<file path="src/rtl/dds_phase_core_if.sv">
// rtl/dds_phase_core_if.sv - control and sample bus of the DDS phase core
`timescale 1ns/1ps

interface dds_phase_core_if #(
  parameter int PHASE_W = 24,
  parameter int OUT_W   = 12
);
  logic [PHASE_W-1:0] fcw_in;
  logic               fcw_valid;
  logic               fcw_ready;
  logic [1:0]         wave_sel;
  logic               sync_en;
  logic [PHASE_W-1:0] phase;
  logic [OUT_W-1:0]   wave_out;
  logic               out_valid;

  modport master (
    output fcw_in, fcw_valid, wave_sel, sync_en,
    input  fcw_ready, phase, wave_out, out_valid
  );

  modport slave (
    input  fcw_in, fcw_valid, wave_sel, sync_en,
    output fcw_ready, phase, wave_out, out_valid
  );
endinterface

</file>
<file path="src/rtl/dds_phase_core.sv">
// rtl/dds_phase_core.sv - sample-rate phase accumulator and waveform generator
`timescale 1ns/1ps

module dds_phase_core #(
  parameter int PHASE_W = 24,
  parameter int OUT_W   = 12
) (
  input  logic               sys_clk,
  input  logic               rst,
  input  logic               clk_10k,
  input  logic               clk_05,
  dds_phase_core_if.slave    dds
);

  logic               clk_10k_d;
  logic               clk_05_d;
  logic               tick;
  logic               sync;
  logic               tick_d;
  logic [PHASE_W-1:0] phase_q;
  logic [PHASE_W-1:0] active_fcw;
  logic [PHASE_W-1:0] pending;
  logic               pending_valid;
  logic [PHASE_W-1:0] fcw_next;
  logic               fcw_accept;
  logic [OUT_W-1:0]   wave_calc;
  logic [OUT_W-1:0]   wave_q;
  logic               out_valid_q;
  logic [OUT_W-1:0]   p_slice;
  logic [OUT_W-1:0]   t_slice;

  // Divider outputs are plain data here; edges come from one-cycle delay copies.
  assign tick       = clk_10k & ~clk_10k_d;
  assign sync       = clk_05 & ~clk_05_d & dds.sync_en;
  assign fcw_next   = pending_valid ? pending : active_fcw;
  assign dds.fcw_ready = ~pending_valid & ~rst;
  assign fcw_accept = dds.fcw_valid & dds.fcw_ready;

  // Edge detectors, single-entry FCW buffer and phase accumulator.
  always_ff @(posedge sys_clk) begin
    if (rst) begin
      // Track live levels during reset so release never looks like an edge.
      clk_10k_d     <= clk_10k;
      clk_05_d      <= clk_05;
      phase_q       <= '0;
      active_fcw    <= '0;
      pending       <= '0;
      pending_valid <= 1'b0;
      tick_d        <= 1'b0;
    end else begin
      clk_10k_d <= clk_10k;
      clk_05_d  <= clk_05;
      tick_d    <= tick;
      if (tick) begin
        active_fcw    <= fcw_next;
        pending_valid <= 1'b0;
        phase_q       <= (sync ? '0 : phase_q) + fcw_next;
      end else if (sync) begin
        phase_q <= '0;
      end
      // Placed after the tick clear: a word arriving on a tick waits for the next one.
      if (fcw_accept) begin
        pending       <= dds.fcw_in;
        pending_valid <= 1'b1;
      end
    end
  end

  assign p_slice = phase_q[PHASE_W-1 -: OUT_W];
  assign t_slice = phase_q[PHASE_W-2 -: OUT_W];

  // Map the updated phase onto the selected signed waveform.
  always_comb begin
    wave_calc = '0;
    unique case (dds.wave_sel)
      2'b00: wave_calc = {~p_slice[OUT_W-1], p_slice[OUT_W-2:0]};
      2'b01: wave_calc = phase_q[PHASE_W-1] ? {1'b1, {(OUT_W-1){1'b0}}}
                                            : {1'b0, {(OUT_W-1){1'b1}}};
      2'b10: begin
        wave_calc = phase_q[PHASE_W-1] ? ~t_slice : t_slice;
        wave_calc = {~wave_calc[OUT_W-1], wave_calc[OUT_W-2:0]};
      end
      default: wave_calc = '0;
    endcase
  end

  // Register one sample per tick, one cycle after the phase has moved.
  always_ff @(posedge sys_clk) begin
    if (rst) begin
      wave_q      <= '0;
      out_valid_q <= 1'b0;
    end else begin
      out_valid_q <= tick_d;
      if (tick_d) begin
        wave_q <= wave_calc;
      end
    end
  end

  assign dds.phase     = phase_q;
  assign dds.wave_out  = wave_q;
  assign dds.out_valid = out_valid_q;

endmodule

</file>
<file path="src/flat_wrapper.sv">
// flat-port wrapper written by rule: the top's interface ports become plain ports
module dds_phase_core_flat 
#(
  parameter int PHASE_W = 24,
  parameter int OUT_W   = 12
)
  (sys_clk, rst, clk_10k, clk_05, dds_fcw_in, dds_fcw_valid, dds_wave_sel, dds_sync_en, dds_fcw_ready, dds_phase, dds_wave_out, dds_out_valid);
  dds_phase_core_if #(.PHASE_W(PHASE_W), .OUT_W(OUT_W)) dds_i ();
  input  logic sys_clk;
  input  logic rst;
  input  logic clk_10k;
  input  logic clk_05;
  input wire logic [$bits(dds_i.fcw_in)-1:0] dds_fcw_in;
  input wire logic [$bits(dds_i.fcw_valid)-1:0] dds_fcw_valid;
  input wire logic [$bits(dds_i.wave_sel)-1:0] dds_wave_sel;
  input wire logic [$bits(dds_i.sync_en)-1:0] dds_sync_en;
  output wire logic [$bits(dds_i.fcw_ready)-1:0] dds_fcw_ready;
  output wire logic [$bits(dds_i.phase)-1:0] dds_phase;
  output wire logic [$bits(dds_i.wave_out)-1:0] dds_wave_out;
  output wire logic [$bits(dds_i.out_valid)-1:0] dds_out_valid;
  assign dds_i.fcw_in = dds_fcw_in;
  assign dds_i.fcw_valid = dds_fcw_valid;
  assign dds_i.wave_sel = dds_wave_sel;
  assign dds_i.sync_en = dds_sync_en;
  assign dds_fcw_ready = dds_i.fcw_ready;
  assign dds_phase = dds_i.phase;
  assign dds_wave_out = dds_i.wave_out;
  assign dds_out_valid = dds_i.out_valid;
  dds_phase_core #(.PHASE_W(PHASE_W), .OUT_W(OUT_W)) u_core (.sys_clk(sys_clk), .rst(rst), .clk_10k(clk_10k), .clk_05(clk_05), .dds(dds_i));
endmodule
</file>
<file path="config.mk">
export PLATFORM = sky130hd
export DESIGN_NAME = dds_phase_core_flat
export DESIGN_NICKNAME = d
export VERILOG_FILES = /design/src/rtl/dds_phase_core_if.sv /design/src/rtl/dds_phase_core.sv /design/src/flat_wrapper.sv
export SDC_FILE = /design/constraint.sdc
export NUM_CORES = 1
export LEC_CHECK = 0
export CAP_MARGIN = 10
export CORE_UTILIZATION = 38
export CTS_CLUSTER_DIAMETER = 30
export DETAILED_ROUTE_END_ITERATION = 8
export PLACE_DENSITY = 0.56
export SYNTH_ARGS = -nofsm -noshare
export SYNTH_HDL_FRONTEND = slang
export SYNTH_SLANG_ARGS = --single-unit
</file>
<file path="constraint.sdc">
create_clock -name sys_clk -period 3.6 [get_ports sys_clk]
set_input_delay 0.54 -clock sys_clk [delete_from_list [all_inputs] [get_ports sys_clk]]
set_output_delay 0.54 -clock sys_clk [all_outputs]
set_load 0.02 [all_outputs]
</file>
; Yosys cells after proc, flatten, opt, wreduce, memory -nomap -nowiden
; Cells that the tools add are included.
[totals]
word_cells = 34
register_bits = 89
out_inout_bits = 38
in_bits = 32
[op_classes]
n_eq_ne = 2
mux = 8
n_reduce_logical = 2
addsub = 1
bitwise = 12
[ops]
columns = op, n
row1 = $mux W24, 3
row2 = $pmux W12 S3, 1
row3 = $add A24 B24 Y24, 1
row4 = $mux W12, 2
row5 = $not A12 Y12, 1
row6 = $not A1 Y1, 6
row7 = $and A1 B1 Y1, 5
row8 = $eq A2 B1 Y1 const B, 1
row9 = $eq A2 B2 Y1 const B, 1
row10 = $logic_not A2 Y1, 1
row11 = $mux W1, 2
row12 = $reduce_bool A2 Y1, 1

; Logic depth before layout (Yosys ltp)
; Gate-level depths: netlist of run 1.
[depth]
word_depth = 6
depth_mapped = 13
mapped_depth_nobuf = 12

; Worst setup path before layout of run 1
; Ideal clock, no wire load.
[synth_path]
path_kind = input -> register
start = in clk_05
end = reg u_core.phase_q[23], in the netlist u_core.dds.phase[23]
n_path_buf = 2
path_stages = 12
setup_time_ns = 0.120
arrival_time_ns = 2.772
t_required_ns = 3.480
slack_ns = 0.709
path_cell_list = nand3b_1 -> clkbuf_1 -> clkbuf_1 -> and2_1 -> ha_1 -> a21o_1 -> o21bai_4 -> a2111oi_4 -> o21bai_1 -> a41oi_2 -> nor3_1 -> a211o_1
[synth_via]
elab_chain_len = 5
[synth_lines]
columns = element, line_no
row1 = start: declaration, flat_wrapper.sv:12  ; input logic clk_05;
row2 = $and A1 B1 Y1 (*) (2 in series), dds_phase_core.sv:34  ; assign sync = clk_05 & ~clk_05_d & dds.sync_en;
row3 = $mux W24 (*), dds_phase_core.sv:57  ; phase_q <= (sync ? '0 : phase_q) + fcw_next;
row4 = $add A24 B24 Y24, dds_phase_core.sv:57
row5 = $mux W24 (*), dds_phase_core.sv:54  ; if (tick) begin
row6 = end signal: assignment, dds_phase_core.sv:57
row7 = end: declaration, dds_phase_core.sv:20  ; logic [PHASE_W-1:0] phase_q;
; Every way passes the cells marked *; elsewhere a longest branch is shown, timed or not.
; A chain may end at the register's enable or synchronous reset.

; Final worst setup path of run 1
[layout_path]
start = in clk_05
end = reg u_core.phase_q[10], in the netlist u_core.dds.phase[10]
; The elaborated chain is that of the path after synthesis.

==> flow_summary.ini, run 1 <==
[synth]
ys_ff_latch = 89
synth_edf_count = 0
synth_cells = 632
synth_cell_types = 52
yosysTopAreaCell = dfxtp_1
mappedNetlistArea_sq_um = 5000
yosysSeqAreaShare_pct = 35.6
synthTopCellsByArea = dfxtp_1 36%, nor2_1 6.2%, ha_1 5.8%
muxShareOfSynthArea_pct = 5.36
synth_nets = 688
synth_xor_xnor_area_share_pct = 3.15
synth_top_area_share_pct = 35.6
synthAdderAreaFrac_pct = 6.16
synthArstFlopShare_pct = 0
yosys_warnings = 0
synth_compound_area_share_pct = 21.1
synth-simple-area-share_pct = 24.5
synth_flop_cell = dfxtp_1
synth_top_family_by_area = simple AND/OR/NAND/NOR gates
synth.avg_cell_area_sq_um = 7.91

[critical_path]
crit_buf_inv = 3
start_kind = input pin
reg2reg_to = u_core.dds.phase[23]$_SDFF_PP0_
worstSetupEndpoint = u_core.dds.phase[10]$_SDFF_PP0_
crit_slowest_cell = clkdlybuf4s50_1
startpoint = clk_05
crit_type = input pin to register
cp.arrival_ns = 3.31
path_cells = clkdlybuf4s50_1 > nand3b_1 > buf_12 > and2_1 > ha_1 > inv_1 > fa_1 > nand2b_1 > a21oi_1 > o21a_1 > a211o_1 > a21oi_1 > or4_1 > nand3_1
cpPeakStageDelay_ns = 0.42
r2r_start = u_core.pending_valid$_SDFFE_PP0P_
cp.depth = 14
end_kind = register
r2r_slack_ns = 0.72
cp_top_family = simple AND/OR/NAND/NOR gates
r2r_cells = 11
cp_common_cell = a21oi_1
worstPathRequired_ns = 3.90
critPathMaxFanout = 25

[timing]
setup_violations = 0
slew_headroom_pct = 44.0
worst_pin_slew_ns = 0.838
finClkSkew_ns = 0.00922
max_freq_ghz = 0.332
min_period_over_period_pct = 83.7
rsz0062_at_grt = no
hold_viol_final = 0
report.final.slew_viol_count = 0
fin_crit_ns = 3.01
finalSetupTns_ns = 0

[floorplan]
fp-row-count = 41
core_area_sq_um = 12700
dieArea_sq_um = 13600
fp.dieH_microns = 117
die_x_microns = 117
pin_count = 70
start_util_pct = 39.3

[clock_network]
cts_buffers = 9
cts_root_buf = clkbuf_16
cts_hold_buffers = 0
htree_num_levels = 3
clkTransAtPathRegs_ns = 0.07
post_cts_buffers = 0
clock-sinks = 89
ctsResizeCount = 0
clock_latency_ns = 0.35
cts_tree = yes
clk_path_buf_depth = 2

[global_routing]
grt_pass1_vias = 4152
grt_max_degree = 49
grt_pass1_wl_microns = 21300
antenna_found_initial = 0
overflow = 0
grtUsageTotal_pct = 20.7

[power]
power.density_nw_per_um2 = 395
sw_frac_of_total_pct = 27.3
power_frac_comb_pct = 16.7
internal_power_mw = 1.76
pwr-share-seq_pct = 44.6
clkPwrFrac_pct = 38.8
ir_worst_vdd_v = 0.000324
leakage_nw = 2.42
p_sw_uw = 662

[place]
dp_hpwl_microns = 9540
port_buffers = 69
globalplace.congestion = 0.919
dpl_cell_area_sq_um = 5830

[route]
ant_nets = 0
dr.pass1.iters = 5
routed_wl_microns = 13000
drtIter0Drc = 274
drc = 0
avgViaCountPerCell = 5.21
vias = 4468
wl_per_cell_microns = 15.2

[layout]
areaGrowthSynthToFinish_pct = 22.6
drive_above_1_share_pct = 9.04
nets = 737
num_antenna_cells = 0
design_area_sq_um = 6130
final_common_cell = dfxtp_1
final_cell_mix = 89 x dfxtp_1, 83 x nor2_1, 70 x nand2_1

[status]
status = finished, final reports clean

[flow_run]
drv_cap = 0

[min_path]
min_path_type = register to register
cell type report:
cell class | count | area [sq um]
fill | 1304 | 6600
inverter | 12 | 45.0
clock inverter | 7 | 70.1
clock buffer | 9 | 225
tap | 172 | 215
multi-input combinational | 491 | 3010
timing repair buffer | 78 | 778
sequential | 89 | 1780
worst min-delay path by stage:
stage,startpoint,to,slack [ns],cells past startpoint
floorplan,u_core.active_fcw[23]$_SDFFE_PP0P_,u_core.active_fcw[23]$_SDFFE_PP0P_,0.44,2
global placement,u_core.active_fcw[23]$_SDFFE_PP0P_,u_core.active_fcw[23]$_SDFFE_PP0P_,0.44,2
detailed placement,u_core.active_fcw[23]$_SDFFE_PP0P_,u_core.active_fcw[23]$_SDFFE_PP0P_,0.46,2
CTS,u_core.active_fcw[23]$_SDFFE_PP0P_,u_core.active_fcw[23]$_SDFFE_PP0P_,0.47,2
global route,u_core.active_fcw[23]$_SDFFE_PP0P_,u_core.active_fcw[23]$_SDFFE_PP0P_,0.50,2
finish,u_core.active_fcw[23]$_SDFFE_PP0P_,u_core.active_fcw[23]$_SDFFE_PP0P_,0.46,2
power groups by stage:
stage | registers [mW] | logic (mW) | clock network [mW]
finish | 1.08 | 0.403 | 0.939
CTS | 1.08 | 0.407 | 0.976
global route | 1.09 | 0.448 | 1.02
detailed placement | 1.10 | 0.405 | 0
global placement | 1.10 | 0.404 | 0
floorplan | 1.11 | 0.251 | 0
Yosys cell counts, types with 2 or more instances:
| cell | instances |
|---|---|
| a21o_1 | 9 |
| ha_1 | 23 |
| a211o_1 | 2 |
| a31oi_1 | 3 |
| xnor2_1 | 9 |
| o221ai_1 | 11 |
| inv_1 | 12 |
| clkbuf_1 | 34 |
| o21a_1 | 5 |
| o21ai_1 | 16 |
| o21ai_0 | 41 |
| o21bai_1 | 4 |
| nand4b_1 | 2 |
| buf_2 | 4 |
| xor2_1 | 9 |
| a211oi_1 | 5 |
| o31ai_2 | 2 |
| nor2_1 | 83 |
| nand4_1 | 3 |
| a21oi_2 | 3 |
| dfxtp_1 | 89 |
| nor3_1 | 29 |
| a21oi_1 | 48 |
| mux2_2 | 22 |
| a41oi_1 | 2 |
| and2_1 | 24 |
| nand2_1 | 70 |
| nand3_1 | 9 |
| nor2b_1 | 4 |
| and3_1 | 3 |
| nand2b_1 | 29 |
| a22o_1 | 2 |
| mux2i_1 | 2 |
cells by family after synthesis:
kind of cell    Yosys count
mux                      24
flops                    89
simple gates            262
fa+ha+maj                24
buf+inv                  52
xor+xnor                 18
compound gates          163
worst reg2reg max path, cell delays in order, from the launching register on:
cell and delay (ns):
dfxtp_1 0.35, buf_12 0.20, mux2i_1 0.42, inv_1 0.09
ha_1 0.30, a21oi_1 0.23, nor3_2 0.09, nor3_1 0.37
o21ai_4 0.13, a41oi_2 0.23, nor3_1 0.07, a211o_1 0.28
flip-flops by register name, indices dropped and copies added, names as in the netlist:
name	count
u_core.active_fcw	24
u_core.dds.phase	24
u_core.pending	24
u_core.dds.wave_out	12
u_core.clk_05_d	1
u_core.clk_10k_d	1
u_core.dds.out_valid	1
u_core.pending_valid	1
u_core.tick_d	1
per-layer routing:
metal  share of wire, %  vias to the layer above  GRT usage (%)
met5                  0                        -              0
met1                 46                     2063           27.0
li1                   -                     2294              -
met4                2.0                        0           6.84
met3                4.0                       17           5.50
met2                 48                       94           33.0
through the flow:
stage	hold WS [ns]	power, mW	std cells	util (%)	setup WS (ns)
after global routing	0.497	2.55	858	48.2	0.390
after CTS	0.468	2.46	858	48.2	0.587
after global placement	0.444	1.50	842	45.8	0.258
after floorplan	0.436	1.36	632	-	0.709
after detailed placement	0.459	1.51	842	45.8	0.217
final	0.464	2.42	858	48.2	0.587
Power figures use the tool's default switching activity.
==> run 2: changes to the inputs <==
PLACE_DENSITY = 0.58   (was 0.56)
clock period = 2.7 ns   (was 3.6 ns; I/O delays follow)
==> flow_summary.ini, run 2 (same netlist as run 1, synthesis figures left out) <==
[clock_network]
cts_tree = yes
cts_root_buf = clkbuf_16
htree_num_levels = 3
clock-sinks = 89
cts_hold_buffers = 0
clkTransAtPathRegs_ns = 0.06
cts_buffers = 9
clock_latency_ns = 0.35
clk_path_buf_depth = 2

[global_routing]
antenna_found_initial = 0
grt_max_degree = 73
grt_pass1_wl_microns = 23800
overflow = 0
grt_pass1_vias = 4752
grtUsageTotal_pct = 23.1

[floorplan]
dieArea_sq_um = 13600
fp-row-count = 41
fp.dieH_microns = 117
core_area_sq_um = 12700
start_util_pct = 39.3
die_x_microns = 117
pin_count = 70

[critical_path]
cp.arrival_ns = 2.83
end_kind = register
worstSetupEndpoint = u_core.dds.phase[23]$_SDFF_PP0_
startpoint = u_core.clk_05_d$_DFF_P_
r2r_start = u_core.clk_05_d$_DFF_P_
crit_type = register to register
worstPathRequired_ns = 2.94
reg2reg_to = u_core.dds.phase[23]$_SDFF_PP0_
critPathMaxFanout = 8
r2r_slack_ns = 0.11
r2r_cells = 12
start_kind = register

[timing]
min_period_over_period_pct = 95.9
fin_crit_ns = 2.59
max_freq_ghz = 0.386
setup_violations = 0
slew_headroom_pct = 46.4
finClkSkew_ns = 0.00821
finalSetupTns_ns = 0
worst_pin_slew_ns = 0.803
hold_viol_final = 0
hold_ws_ns = 0.297
setup_ws_ns = 0.112
report.final.slew_viol_count = 0

[power]
sw_frac_of_total_pct = 28.0
clkPwrFrac_pct = 36.9
p_sw_uw = 960
pwr-share-seq_pct = 41.9
ir_worst_vdd_v = 0.000450
leakage_nw = 2.91
power.total_mw = 3.43
power.density_nw_per_um2 = 473
internal_power_mw = 2.47
power_frac_comb_pct = 21.2

[layout]
design_area_sq_um = 7260
final_cell_mix = 91 x buf_4, 88 x dfxtp_1, 81 x nor2_1
num_antenna_cells = 0
final_common_cell = buf_4
nets = 827
areaGrowthSynthToFinish_pct = 45.2
drive_above_1_share_pct = 26.8

[min_path]
min_path_type = input pin to register

[status]
status = finished, final reports clean

[place]
dp_hpwl_microns = 10600
globalplace.congestion = 0.909
port_buffers = 69
dpl_cell_area_sq_um = 6380
post-place-ws_ns = -0.435

[route]
drtIter0Drc = 268
avgViaCountPerCell = 5.14
routed_wl_microns = 15100
drc = 0
ant_nets = 0
wl_per_cell_microns = 15.9
vias = 4877
dr.pass1.iters = 4

[flow_run]
drv_cap = 0
## run 2: cell count changes in the layout (fill, tap and decap cells not counted), sizes merged
cell           change
dlymetal6s2s       +1
clkbuf             +2
dlygate4sd2        +1
buf               +89
clkdlybuf4s50      -2
clkinvlp           +2
clkinv             -3
## run 2: per-stage QoR
stage | std cells | utilization, %
2_1_floorplan | 632 | -
3_3_place_gp | 916 | 50.1
3_5_place_dp | 916 | 50.1
4_1_cts | 936 | 54.3
5_1_grt | 948 | 57.0
6_report | 948 | 57.0
## run 2: cell type report
cell class              count  area [sq um]
clock buffers              10           229
clock inverters             6          67.6
fillers                  1202          5470
inverters                  12          45.0
multi-input cells         491          3430
flip-flops and latches     89          1790
well taps                 172           215
repair buffers            168          1480
## run 2: timing repair
| item | 4_1_cts | 5_1_grt |
|---|---|---|
| gates resized for setup | 39 | 42 |
| pin swaps | 16 | 30 |
| cloned | 1 | 2 |
| buffers inserted | 4 | 10 |
| setup endpoints to repair | 10 | 15 |
## run 2: layer usage
layer / wire length (microns) / up-vias / global-route usage (%) / share of wire (%)
met5: 0 / - / 0 / 0
met4: 253 / 0 / 7.76 / 1.7
met3: 499 / 14 / 4.51 / 3.3
met2: 7210 / 64 / 39.3 / 48
met1: 7100 / 2315 / 29.1 / 47
li1: - / 2484 / - / -
## run 2: power groups by stage
stage	registers [mW]	clock network [mW]	logic [mW]
after floorplan	1.48	0	0.336
after detailed placement	1.46	0	0.629
after CTS	1.43	1.30	0.666
after global routing	1.44	1.34	0.795
after global placement	1.46	0	0.622
final	1.44	1.27	0.727
## run 2: critical path, stage by stage, from the launching register on
cell       delay [ns]
dfxtp_1          0.30
nand3b_1         0.22
buf_4            0.19
buf_6            0.13
and2_4           0.16
ha_4             0.22
a21o_1           0.18
o21bai_4         0.19
a2111oi_4        0.28
o21bai_1         0.10
a41oi_2          0.17
nor3_1           0.07
a211o_1          0.27
## run 2: how the worst min path moves through the flow
stage	from	end	slack [ns]	cells past startpoint
after floorplan	clk_05	u_core.clk_05_d$_DFF_P_	0.43	0
after global placement	u_core.active_fcw[23]$_SDFFE_PP0P_	u_core.active_fcw[23]$_SDFFE_PP0P_	0.44	2
after detailed placement	u_core.active_fcw[23]$_SDFFE_PP0P_	u_core.active_fcw[23]$_SDFFE_PP0P_	0.45	2
after CTS	clk_05	u_core.clk_05_d$_DFF_P_	0.29	1
after global routing	clk_05	u_core.clk_05_d$_DFF_P_	0.31	1
final	clk_05	u_core.clk_05_d$_DFF_P_	0.30	1
==> run 3: changes to the inputs <==
CAP_MARGIN = unset   (was 10)
PLACE_DENSITY = 0.56   (was 0.58)
SLEW_MARGIN = 20   (was unset)
clock period = 3.2 ns   (was 2.7 ns; I/O delays follow)
==> flow_summary.ini, run 3 (same netlist as run 1, synthesis figures left out) <==
[status]
status = finished, final reports clean

[critical_path]
end_kind = register
critPathMaxFanout = 16
worstPathRequired_ns = 3.42
r2r_start = u_core.pending_valid$_SDFFE_PP0P_
crit_slowest_cell = clkdlybuf4s50_1
reg2reg_to = u_core.dds.phase[22]$_SDFF_PP0_
crit_type = input pin to register
r2r_cells = 11
cpPeakStageDelay_ns = 0.47
path_cells = clkdlybuf4s50_1 > nand3b_1 > buf_4 > and2_1 > ha_1 > a21oi_1 > buf_4 > o21ai_0 > a221oi_1 > o21a_1 > o21ai_1 > xnor2_1 > o21ai_1
worstSetupEndpoint = u_core.dds.phase[22]$_SDFF_PP0_
startpoint = clk_05
r2r_slack_ns = 0.33
start_kind = input pin
cp.arrival_ns = 3.14

[floorplan]
start_util_pct = 39.3
fp.dieH_microns = 117
die_x_microns = 117
fp-row-count = 41
core_area_sq_um = 12700
pin_count = 70
dieArea_sq_um = 13600

[route]
wl_per_cell_microns = 15.3
wl_met2_microns = 6550
routed_wl_microns = 13700
wl_met3_microns = 549
ant_nets = 0
avgViaCountPerCell = 5.12
drtIter0Drc = 232
wl_met1_microns = 6380
highest_layer = met4
drc = 0
dr.pass1.iters = 5
vias = 4576

[clock_network]
clk_path_buf_depth = 2
clkTransAtPathRegs_ns = 0.06
clock_latency_ns = 0.35
cts_root_buf = clkbuf_16
cts_tree = yes
clock-sinks = 89
post_cts_buffers = 0
cts_hold_buffers = 0
ctsResizeCount = 0
htree_num_levels = 3
cts_buffers = 9

[global_routing]
overflow = 0
grt_pass1_vias = 4450
antenna_found_initial = 0
grtUsageTotal_pct = 21.5
grt_pass1_wl_microns = 22300
grt_max_degree = 55

[layout]
nets = 773
areaGrowthSynthToFinish_pct = 27.4
final_common_cell = dfxtp_1
fill_cells = 1289
num_antenna_cells = 0
final_cell_mix = 89 x dfxtp_1, 83 x nor2_1, 70 x nand2_1
drive_above_1_share_pct = 13.2

[place]
globalplace.congestion = 0.895
dp_hpwl_microns = 10100
port_buffers = 69

[timing]
setup_violations = 0
slew_headroom_pct = 45.9
hold_viol_final = 0
finClkSkew_ns = 0.00537
worst_pin_slew_ns = 0.810
rsz0062_at_grt = no
min_period_over_period_pct = 91.4
max_freq_ghz = 0.342
hold_ws_ns = 0.456
report.final.slew_viol_count = 0
fin_crit_ns = 2.92
finalSetupTns_ns = 0

[power]
leakage_nw = 2.57
ir_worst_vdd_v = 0.000330
power.density_nw_per_um2 = 433

[min_path]
min_path_type = register to register
min_from = u_core.active_fcw[23]$_SDFFE_PP0P_

[flow_run]
drv_cap = 0
==> run 3: cell types whose count changed in the layout (fill, tap and decap cells not counted), moves of 7 or more <==
cell,delta
a21oi_1,+9
and2_1,+7
buf_4,-46
and2_4,-7
ha_1,+18
ha_4,-17
==> run 3: how the worst min path moves through the flow <==
stage	end	slack [ns]	cells past startpoint
finish	u_core.active_fcw[23]$_SDFFE_PP0P_	0.46	2
global route	u_core.active_fcw[23]$_SDFFE_PP0P_	0.47	2
CTS	u_core.active_fcw[23]$_SDFFE_PP0P_	0.46	2
detailed placement	u_core.active_fcw[23]$_SDFFE_PP0P_	0.45	2
global placement	u_core.active_fcw[23]$_SDFFE_PP0P_	0.44	2
floorplan	u_core.active_fcw[23]$_SDFFE_PP0P_	0.44	2
==> run 3: through the flow <==
stage | power, mW | utilization, % | instances | setup WS [ns] | cell area [sq um]
after floorplan | 1.53 | - | 632 | 0.369 | 5000
after global placement | 1.73 | 47.8 | 878 | 0.0109 | 6080
after detailed placement | 1.73 | 47.8 | 878 | -0.0551 | 6080
after CTS | 2.79 | 50.0 | 894 | 0.274 | 6370
after global routing | 2.90 | 50.0 | 894 | 0.000664 | 6370
final | 2.76 | 50.0 | 894 | 0.275 | 6370
==> run 3: layer usage <==
| metal | vias up | global-route usage (%) |
|---|---|---|
| met1 | 2137 | 27.6 |
| met3 | 14 | 5.09 |
| met5 | - | 0 |
| met4 | 0 | 5.65 |
| li1 | 2359 | - |
| met2 | 66 | 35.9 |
==> run 3: final cells by class <==
type	instances	area (sq um)	area share, %
Multi-Input combinational cell	491	3010	47.3
Sequential cell	89	1780	28.0
Inverter	12	45.0	0.707
Clock buffer	12	236	3.71
Tap cell	172	215	3.38
Clock inverter	4	53.8	0.845
Timing Repair Buffer	114	1020	16.1
==> run 3: critical path, delay by kind of cell <==
family,cells,cell delay [ns]
and+or+nand+nor,2,0.27
adders and majority gates,1,0.33
buffers and inverters,3,0.83
xor gates and xnor gates,1,0.15
AOI/OAI and AO/OA,6,1.09
==> run 3: power by group <==
| group | switching [mW] | internal [mW] |
|---|---|---|
| sequential | 0.0412 | 1.17 |
| clock | 0.444 | 0.608 |
| combinational | 0.265 | 0.230 |
| total | 0.750 | 2.01 |
